--- src/rtl/bird_io_responder_if.sv ---
// CPU/RAM memory bus seen by the bird I/O responder.
// The master side is the CPU plus the external RAM read port; the slave side
// is the responder, which decodes the access and steers read data.
interface bird_io_responder_if;
    logic [11:0] address;
    logic [15:0] cpu_wdata;
    logic        memwt;
    logic [15:0] ram_rdata;
    logic        ram_we;
    logic [15:0] cpu_rdata;

    modport master (
        output address,
        output cpu_wdata,
        output memwt,
        output ram_rdata,
        input  ram_we,
        input  cpu_rdata
    );

    modport slave (
        input  address,
        input  cpu_wdata,
        input  memwt,
        input  ram_rdata,
        output ram_we,
        output cpu_rdata
    );
endinterface

--- src/rtl/bird_io_responder.sv ---
// Bus responder for the bird CPU: passes ordinary accesses to external RAM and
// serves a 16-word polled I/O window (buttons, switches, LED, display, timer).
// Read data is combinational because the CPU samples it on the state-ending edge.
module bird_io_responder #(
    parameter logic [11:0] IO_BASE   = 12'hF00,
    parameter int unsigned PRESC_DIV = 50000,
    parameter int unsigned DB_CYCLES = 1000
) (
    input  logic                clk,
    input  logic                rst_n,
    bird_io_responder_if.slave  bus,
    input  logic [3:0]          btn,
    input  logic [7:0]          sw,
    output logic [7:0]          led,
    output logic [15:0]         disp
);

    typedef enum logic [3:0] {
        REG_STATUS  = 4'd0,
        REG_SW      = 4'd1,
        REG_LED     = 4'd2,
        REG_DISP    = 4'd3,
        REG_TPERIOD = 4'd4,
        REG_TCOUNT  = 4'd5,
        REG_EVCNT   = 4'd6
    } reg_off_e;

    localparam int unsigned PW = $clog2(PRESC_DIV);
    localparam int unsigned DW = (DB_CYCLES > 1) ? $clog2(DB_CYCLES) : 1;
    localparam logic [PW-1:0] PRESC_LAST = PW'(PRESC_DIV - 1);
    localparam logic [DW-1:0] DB_LAST    = DW'(DB_CYCLES - 1);

    logic          io_sel;
    logic          wr_en;
    logic          wr_status;
    logic          wr_led;
    logic          wr_disp;
    logic          wr_tperiod;
    logic          wr_evcnt;

    logic [3:0]    btn_s1;
    logic [3:0]    btn_s2;
    logic [7:0]    sw_s1;
    logic [7:0]    sw_s2;

    logic [3:0]    db_level;
    logic [DW-1:0] db_cnt [4];
    logic [3:0]    db_flip;
    logic [3:0]    db_rise;
    logic          any_event;

    logic [PW-1:0] presc;
    logic          pulse;
    logic [15:0]   tperiod;
    logic [15:0]   tcount;
    logic          tick_set;

    logic [4:0]    status;
    logic [4:0]    status_clr;
    logic [15:0]   evcnt;

    // Address decode and per-register write strobes
    assign io_sel      = (bus.address[11:4] == IO_BASE[11:4]);
    assign wr_en       = bus.memwt & io_sel;
    assign bus.ram_we  = bus.memwt & ~io_sel;
    assign wr_status   = wr_en && (bus.address[3:0] == REG_STATUS);
    assign wr_led      = wr_en && (bus.address[3:0] == REG_LED);
    assign wr_disp     = wr_en && (bus.address[3:0] == REG_DISP);
    assign wr_tperiod  = wr_en && (bus.address[3:0] == REG_TPERIOD);
    assign wr_evcnt    = wr_en && (bus.address[3:0] == REG_EVCNT);

    // Two-flop synchronisers for the raw button and switch inputs
    always_ff @(posedge clk or negedge rst_n) begin
        if (!rst_n) begin
            btn_s1 <= '0;
            btn_s2 <= '0;
            sw_s1  <= '0;
            sw_s2  <= '0;
        end else begin
            btn_s1 <= btn;
            btn_s2 <= btn_s1;
            sw_s1  <= sw;
            sw_s2  <= sw_s1;
        end
    end

    // A button flips on the cycle its mismatch has lasted DB_CYCLES cycles
    always_comb begin
        db_flip = '0;
        for (int unsigned i = 0; i < 4; i++) begin
            db_flip[i] = (btn_s2[i] != db_level[i]) && (db_cnt[i] == DB_LAST);
        end
    end

    assign db_rise   = db_flip & btn_s2;
    assign any_event = |db_rise;

    // Per-button debounce counters and accepted levels
    always_ff @(posedge clk or negedge rst_n) begin
        if (!rst_n) begin
            db_level <= '0;
            for (int unsigned i = 0; i < 4; i++) begin
                db_cnt[i] <= '0;
            end
        end else begin
            for (int unsigned i = 0; i < 4; i++) begin
                if (btn_s2[i] == db_level[i]) begin
                    db_cnt[i] <= '0;
                end else if (db_flip[i]) begin
                    db_level[i] <= btn_s2[i];
                    db_cnt[i]   <= '0;
                end else begin
                    db_cnt[i] <= db_cnt[i] + 1'b1;
                end
            end
        end
    end

    assign pulse    = (presc == PRESC_LAST);
    // A TPERIOD write pre-empts any pulse landing on the same edge
    assign tick_set = !wr_tperiod && pulse && (tperiod != '0) && (tcount == 16'd1);

    // Prescaler and reloading down-counter
    always_ff @(posedge clk or negedge rst_n) begin
        if (!rst_n) begin
            presc   <= '0;
            tperiod <= '0;
            tcount  <= '0;
        end else if (wr_tperiod) begin
            presc   <= '0;
            tperiod <= bus.cpu_wdata;
            tcount  <= bus.cpu_wdata;
        end else begin
            presc <= pulse ? '0 : presc + 1'b1;
            if (pulse && (tperiod != '0)) begin
                tcount <= (tcount == 16'd1) ? tperiod : tcount - 16'd1;
            end
        end
    end

    assign status_clr = wr_status ? bus.cpu_wdata[4:0] : '0;

    // Sticky status flags: clear is applied first so a same-cycle set wins
    always_ff @(posedge clk or negedge rst_n) begin
        if (!rst_n) begin
            status <= '0;
        end else begin
            status <= (status & ~status_clr) | {tick_set, db_rise};
        end
    end

    // Saturating button-event counter; a write clears it ahead of any increment
    always_ff @(posedge clk or negedge rst_n) begin
        if (!rst_n) begin
            evcnt <= '0;
        end else if (wr_evcnt) begin
            evcnt <= '0;
        end else if (any_event && (evcnt != '1)) begin
            evcnt <= evcnt + 16'd1;
        end
    end

    // CPU-writable output registers
    always_ff @(posedge clk or negedge rst_n) begin
        if (!rst_n) begin
            led  <= '0;
            disp <= '0;
        end else begin
            if (wr_led) begin
                led <= bus.cpu_wdata[7:0];
            end
            if (wr_disp) begin
                disp <= bus.cpu_wdata;
            end
        end
    end

    // Read path: RAM data outside the window, register map inside it
    always_comb begin
        bus.cpu_rdata = bus.ram_rdata;
        if (io_sel) begin
            case (bus.address[3:0])
                REG_STATUS:  bus.cpu_rdata = {11'b0, status};
                REG_SW:      bus.cpu_rdata = {8'b0, sw_s2};
                REG_LED:     bus.cpu_rdata = {8'b0, led};
                REG_DISP:    bus.cpu_rdata = disp;
                REG_TPERIOD: bus.cpu_rdata = tperiod;
                REG_TCOUNT:  bus.cpu_rdata = tcount;
                REG_EVCNT:   bus.cpu_rdata = evcnt;
                default:     bus.cpu_rdata = '0;
            endcase
        end
    end

endmodule

--- src/flat_wrapper.sv ---
// flat-port wrapper written by rule: the top's interface ports become plain ports
module bird_io_responder_flat 
#(
    parameter logic [11:0] IO_BASE   = 12'hF00,
    parameter int unsigned PRESC_DIV = 50000,
    parameter int unsigned DB_CYCLES = 1000
)
  (clk, rst_n, btn, sw, led, disp, bus_address, bus_cpu_wdata, bus_memwt, bus_ram_rdata, bus_ram_we, bus_cpu_rdata);
  bird_io_responder_if bus_i ();
  input  logic clk;
  input  logic rst_n;
  input  logic [3:0] btn;
  input  logic [7:0] sw;
  output logic [7:0] led;
  output logic [15:0] disp;
  input wire logic [$bits(bus_i.address)-1:0] bus_address;
  input wire logic [$bits(bus_i.cpu_wdata)-1:0] bus_cpu_wdata;
  input wire logic [$bits(bus_i.memwt)-1:0] bus_memwt;
  input wire logic [$bits(bus_i.ram_rdata)-1:0] bus_ram_rdata;
  output wire logic [$bits(bus_i.ram_we)-1:0] bus_ram_we;
  output wire logic [$bits(bus_i.cpu_rdata)-1:0] bus_cpu_rdata;
  assign bus_i.address = bus_address;
  assign bus_i.cpu_wdata = bus_cpu_wdata;
  assign bus_i.memwt = bus_memwt;
  assign bus_i.ram_rdata = bus_ram_rdata;
  assign bus_ram_we = bus_i.ram_we;
  assign bus_cpu_rdata = bus_i.cpu_rdata;
  bird_io_responder #(.IO_BASE(IO_BASE), .PRESC_DIV(PRESC_DIV), .DB_CYCLES(DB_CYCLES)) u_core (.clk(clk), .rst_n(rst_n), .bus(bus_i), .btn(btn), .sw(sw), .led(led), .disp(disp));
endmodule
--- config.mk ---
export PLATFORM = sky130hd
export DESIGN_NAME = bird_io_responder_flat
export DESIGN_NICKNAME = d
export VERILOG_FILES = /design/src/rtl/bird_io_responder_if.sv /design/src/rtl/bird_io_responder.sv /design/src/flat_wrapper.sv
export SDC_FILE = /design/constraint.sdc
export NUM_CORES = 1
export LEC_CHECK = 0
export ABC_AREA = 0
export CAP_MARGIN = 40
export CORE_ASPECT_RATIO = 1.25
export CORE_MARGIN = 4
export CORE_UTILIZATION = 40
export DETAILED_ROUTE_END_ITERATION = 10
export GPL_ROUTABILITY_DRIVEN = 0
export PLACE_DENSITY_LB_ADDON = 0.1
export SYNTH_ARGS = -nofsm -noshare
export SYNTH_HDL_FRONTEND = slang
export SYNTH_SLANG_ARGS = --single-unit
--- constraint.sdc ---
create_clock -name clk -period 3.53 [get_ports clk]
set_input_delay 1.059 -clock clk [delete_from_list [all_inputs] [get_ports clk]]
set_output_delay 1.059 -clock clk [all_outputs]
set_load 0.02 [all_outputs]
==> qor.yml <==
die:
  rows: 58
  die_h_um: 167
  die_w_um: 135
  die-area_sq_um: 22700
  pin_count: 100
  fp.coreArea_sq_um: 20000
  initial_core_util: 0.406
sta:
  worst_pin_slew_ns: 0.809
  period_share: 0.995
  rsz0062_at_grt: "true"
  clock_skew_ns: 0.0187
  finalSetupViolCount: 0
  drv_slew: 0
  max_freq_ghz: 0.285
  finalHoldViolCount: 0
  hold_slack_ns: 0.343
  setup_ws_ns: 0.0174
  worst_slew_margin_rel: 0.461
  min_period_ns: 3.51
synth:
  synth_seq_cells: 161
  postSynthAreaPerCell_sq_um: 9.85
  yosys.area.top_type_share: 0.496
  syn-cell-area_sq_um: 8120
  syn-num-nets: 892
  ys.flop_type: "dfrtp_1"
  synth_edf_count: 0
  yosysTopAreaCell: "dfrtp_1"
  async_flop_share: 1.00
  yosys-top-cells-area: "dfrtp_1 50%, nor2_1 4.4%, nand2_1 4.0%, mux2_2 3.2%, xor2_1 3.0%"
  ys_seq_area_frac: 0.496
  synth_cell_type_count: 68
  yosysWarnings: 0
  syn_inst: 825
global_routing:
  use_met2: 0.357
  grt_max_degree: 69
  grt_overflow_total: 0
  grt.total_usage: 0.212
  busiest_layer: "met2"
  grt_antenna_before_repair: 0
  first_global_vias: 7173
  grt_use_met3: 0.0505
  grt_first_pass_wirelength_um: 38400
  use_met1: 0.269
clocking:
  clkTransAtPathRegs_ns: 0.07
  cts.path.max_buffers: 2
  cts_tree: "built"
  cts_buffers: 17
  clock_sinks: 161
  cts_root_buf: "clkbuf_16"
  worstSkewPairLatency_ns: 0.42
  cts_hold_buf: 0
  cts_htree_levels: 4
pwr:
  power_density_nw_per_um2: 389
  power.leakage_nw: 4.59
  p_total_w: 0.00413
  vdd_drop_max_v: 0.000420
routing:
  first_pass_iters: 6
  routed_wl_um: 23700
  antenna_left: 0
  drt_iter0_drc: 563
  avgViaCountPerCell: 5.72
  vias: 7139
  drc_errors: 0
  post_drt_wl_per_cell_um: 19.0
run:
  max_cap_violations: 0
setup_path:
  critical_path_required_ns: 2.47
  worstSetupPathType: "primary input to output port"
  cp-end-kind: "output port"
  crit_path_frequent_cell: "buf_6"
  cp-start-kind: "primary input"
  path_cells: "buf_6 -> buf_12 -> buf_4 -> nand2b_4 -> nor3b_4 -> buf_6 -> a222oi_1 -> a31oi_4 -> buf_6"
  slowest_delay_ns: 0.41
  worstPathArrival_ns: 2.45
  crit_path_max_fanout: 6
  cp_slowest_cell: "a222oi_1"
finish:
  final_cells: 1248
  areaGrowthSynthToFinish_pct: 30.5
  diodes: 0
  layout_common_cells: "161 x dfrtp_1, 96 x nor2_1, 87 x nand2_1"
  drive_above_1_share: 0.187
  nets: 1032
  mostFrequentLayoutCell: "dfrtp_1"
  utilization: 0.529
outcome:
  status: "completed"
hold_path:
  hold_class: "flip-flop to flip-flop"
placement:
  numPortBuffers: 99
  dp_cells: 1202
  hpwl_um: 17300
  dpl_worst_slack_ns: -0.899
-- critical path, delay by kind of cell --
kind                   cells  cell delay [ns]
AOI/OAI and AO/OA          2             0.56
and+or+nand+nor            2             0.13
buffers and inverters      5             0.70
-- logic make-up after synthesis --
group	Yosys count	synth area share
muxes	25	0.0344
buffers and inverters	51	0.0285
and+or+nand+nor	352	0.229
DFF	161	0.496
adders and majority gates	8	0.0123
xor gates and xnor gates	54	0.0592
AOI/OAI and AO/OA	174	0.141
-- cell type report --
cell class,count,area (sq um)
Fill cell,1824,9430
Multi-Input combinational cell,613,4040
Sequential cell,161,4030
Timing Repair Buffer,159,1580
Clock buffer,21,480
Tap cell,270,338
Clock inverter,11,92.6
Inverter,13,48.8
-- worst paths after layout --
| path | start | end | slack (ns) | cells past startpoint |
|---|---|---|---|---|
| worst max-delay path | bus_address[0] | bus_cpu_rdata[4] | 0.02 | 9 |
| min in group asynchronous | rst_n | u_core.tperiod[4] | 0.63 | 1 |
| max in group asynchronous | rst_n | u_core.db_cnt[19] | 2.11 | 2 |
| worst max register to register | u_core.tcount[1] | u_core.tcount[3] | 1.04 | 7 |
| worst min-delay path | u_core.sw_s1[4] | u_core.sw_s2[4] | 0.34 | 0 |
| worst min register to register | u_core.sw_s1[4] | u_core.sw_s2[4] | 0.34 | 0 |
-- repair_timing --
item | CTS | global route
pin swaps | 15 | 11
cloned | 3 | 0
setup endpoints to repair | 17 | 17
gates resized for setup | 140 | 13
setup buffers | 14 | 0
-- routing by layer --
layer,wire (um),part of all wire
met1,9870,0.42
met2,11700,0.49
met3,1370,0.058
met4,718,0.030
met5,0,0
-- state kept, by name (all words and copies together), names as in the netlist --
signal / flops
u_core.sw_s1: 8
u_core.sw_s2: 8
u_core.db_level: 4
u_core.btn_s2: 4
u_core.status: 5
u_core.presc: 16
u_core.db_cnt: 40
u_core.evcnt: 16
u_core.tperiod: 16
u_core.led: 8
u_core.tcount: 16
u_core.btn_s1: 4
u_core.disp: 16
-- synth_stat cells, types with 2 or more instances --
| library cell | number |
|---|---|
| nor2b_1 | 8 |
| a31oi_1 | 16 |
| a222oi_1 | 6 |
| nor3_1 | 9 |
| o31ai_1 | 7 |
| nor4b_1 | 2 |
| and2_1 | 9 |
| and4_4 | 2 |
| o2111ai_1 | 6 |
| ha_1 | 8 |
| nand2_1 | 87 |
| a211o_1 | 5 |
| o211ai_1 | 11 |
| nor4_1 | 8 |
| nor4bb_1 | 2 |
| and4_1 | 12 |
| nand4_1 | 21 |
| nand3_1 | 35 |
| a22oi_1 | 20 |
| a32oi_1 | 2 |
| a22o_1 | 4 |
| o21a_1 | 3 |
| mux2i_1 | 2 |
| a21o_1 | 3 |
| buf_2 | 13 |
| inv_1 | 13 |
| buf_6 | 3 |
| and3_1 | 22 |
| clkbuf_1 | 21 |
| xnor2_1 | 25 |
| or4_1 | 5 |
| nand4b_1 | 2 |
| mux2_2 | 23 |
| a21oi_1 | 39 |
| nor2_1 | 96 |
| nor4_2 | 2 |
| or3_1 | 11 |
| xor2_1 | 28 |
| o311ai_0 | 2 |
| dfrtp_1 | 161 |
| nor3b_1 | 2 |
| and4bb_2 | 4 |
| o21ai_0 | 40 |
-- through the flow --
stage,setup TNS [ns],cell area [sq um]
3_5_place_dp,-14.10,9770
3_3_place_gp,-13.45,9770
2_1_floorplan,0,8190
4_1_cts,-0.185,10600
6_report,0,10600
5_1_grt,-0.0376,10600
-- report_power, final --
group	internal [W]	switching (W)	total [W]
Sequential	0.00191	0.0000618	0.00197
Clock	0.000990	0.000786	0.00178
Combinational	0.000193	0.000193	0.000386
Total	0.00309	0.00104	0.00413
Power figures use the tool's default switching activity.
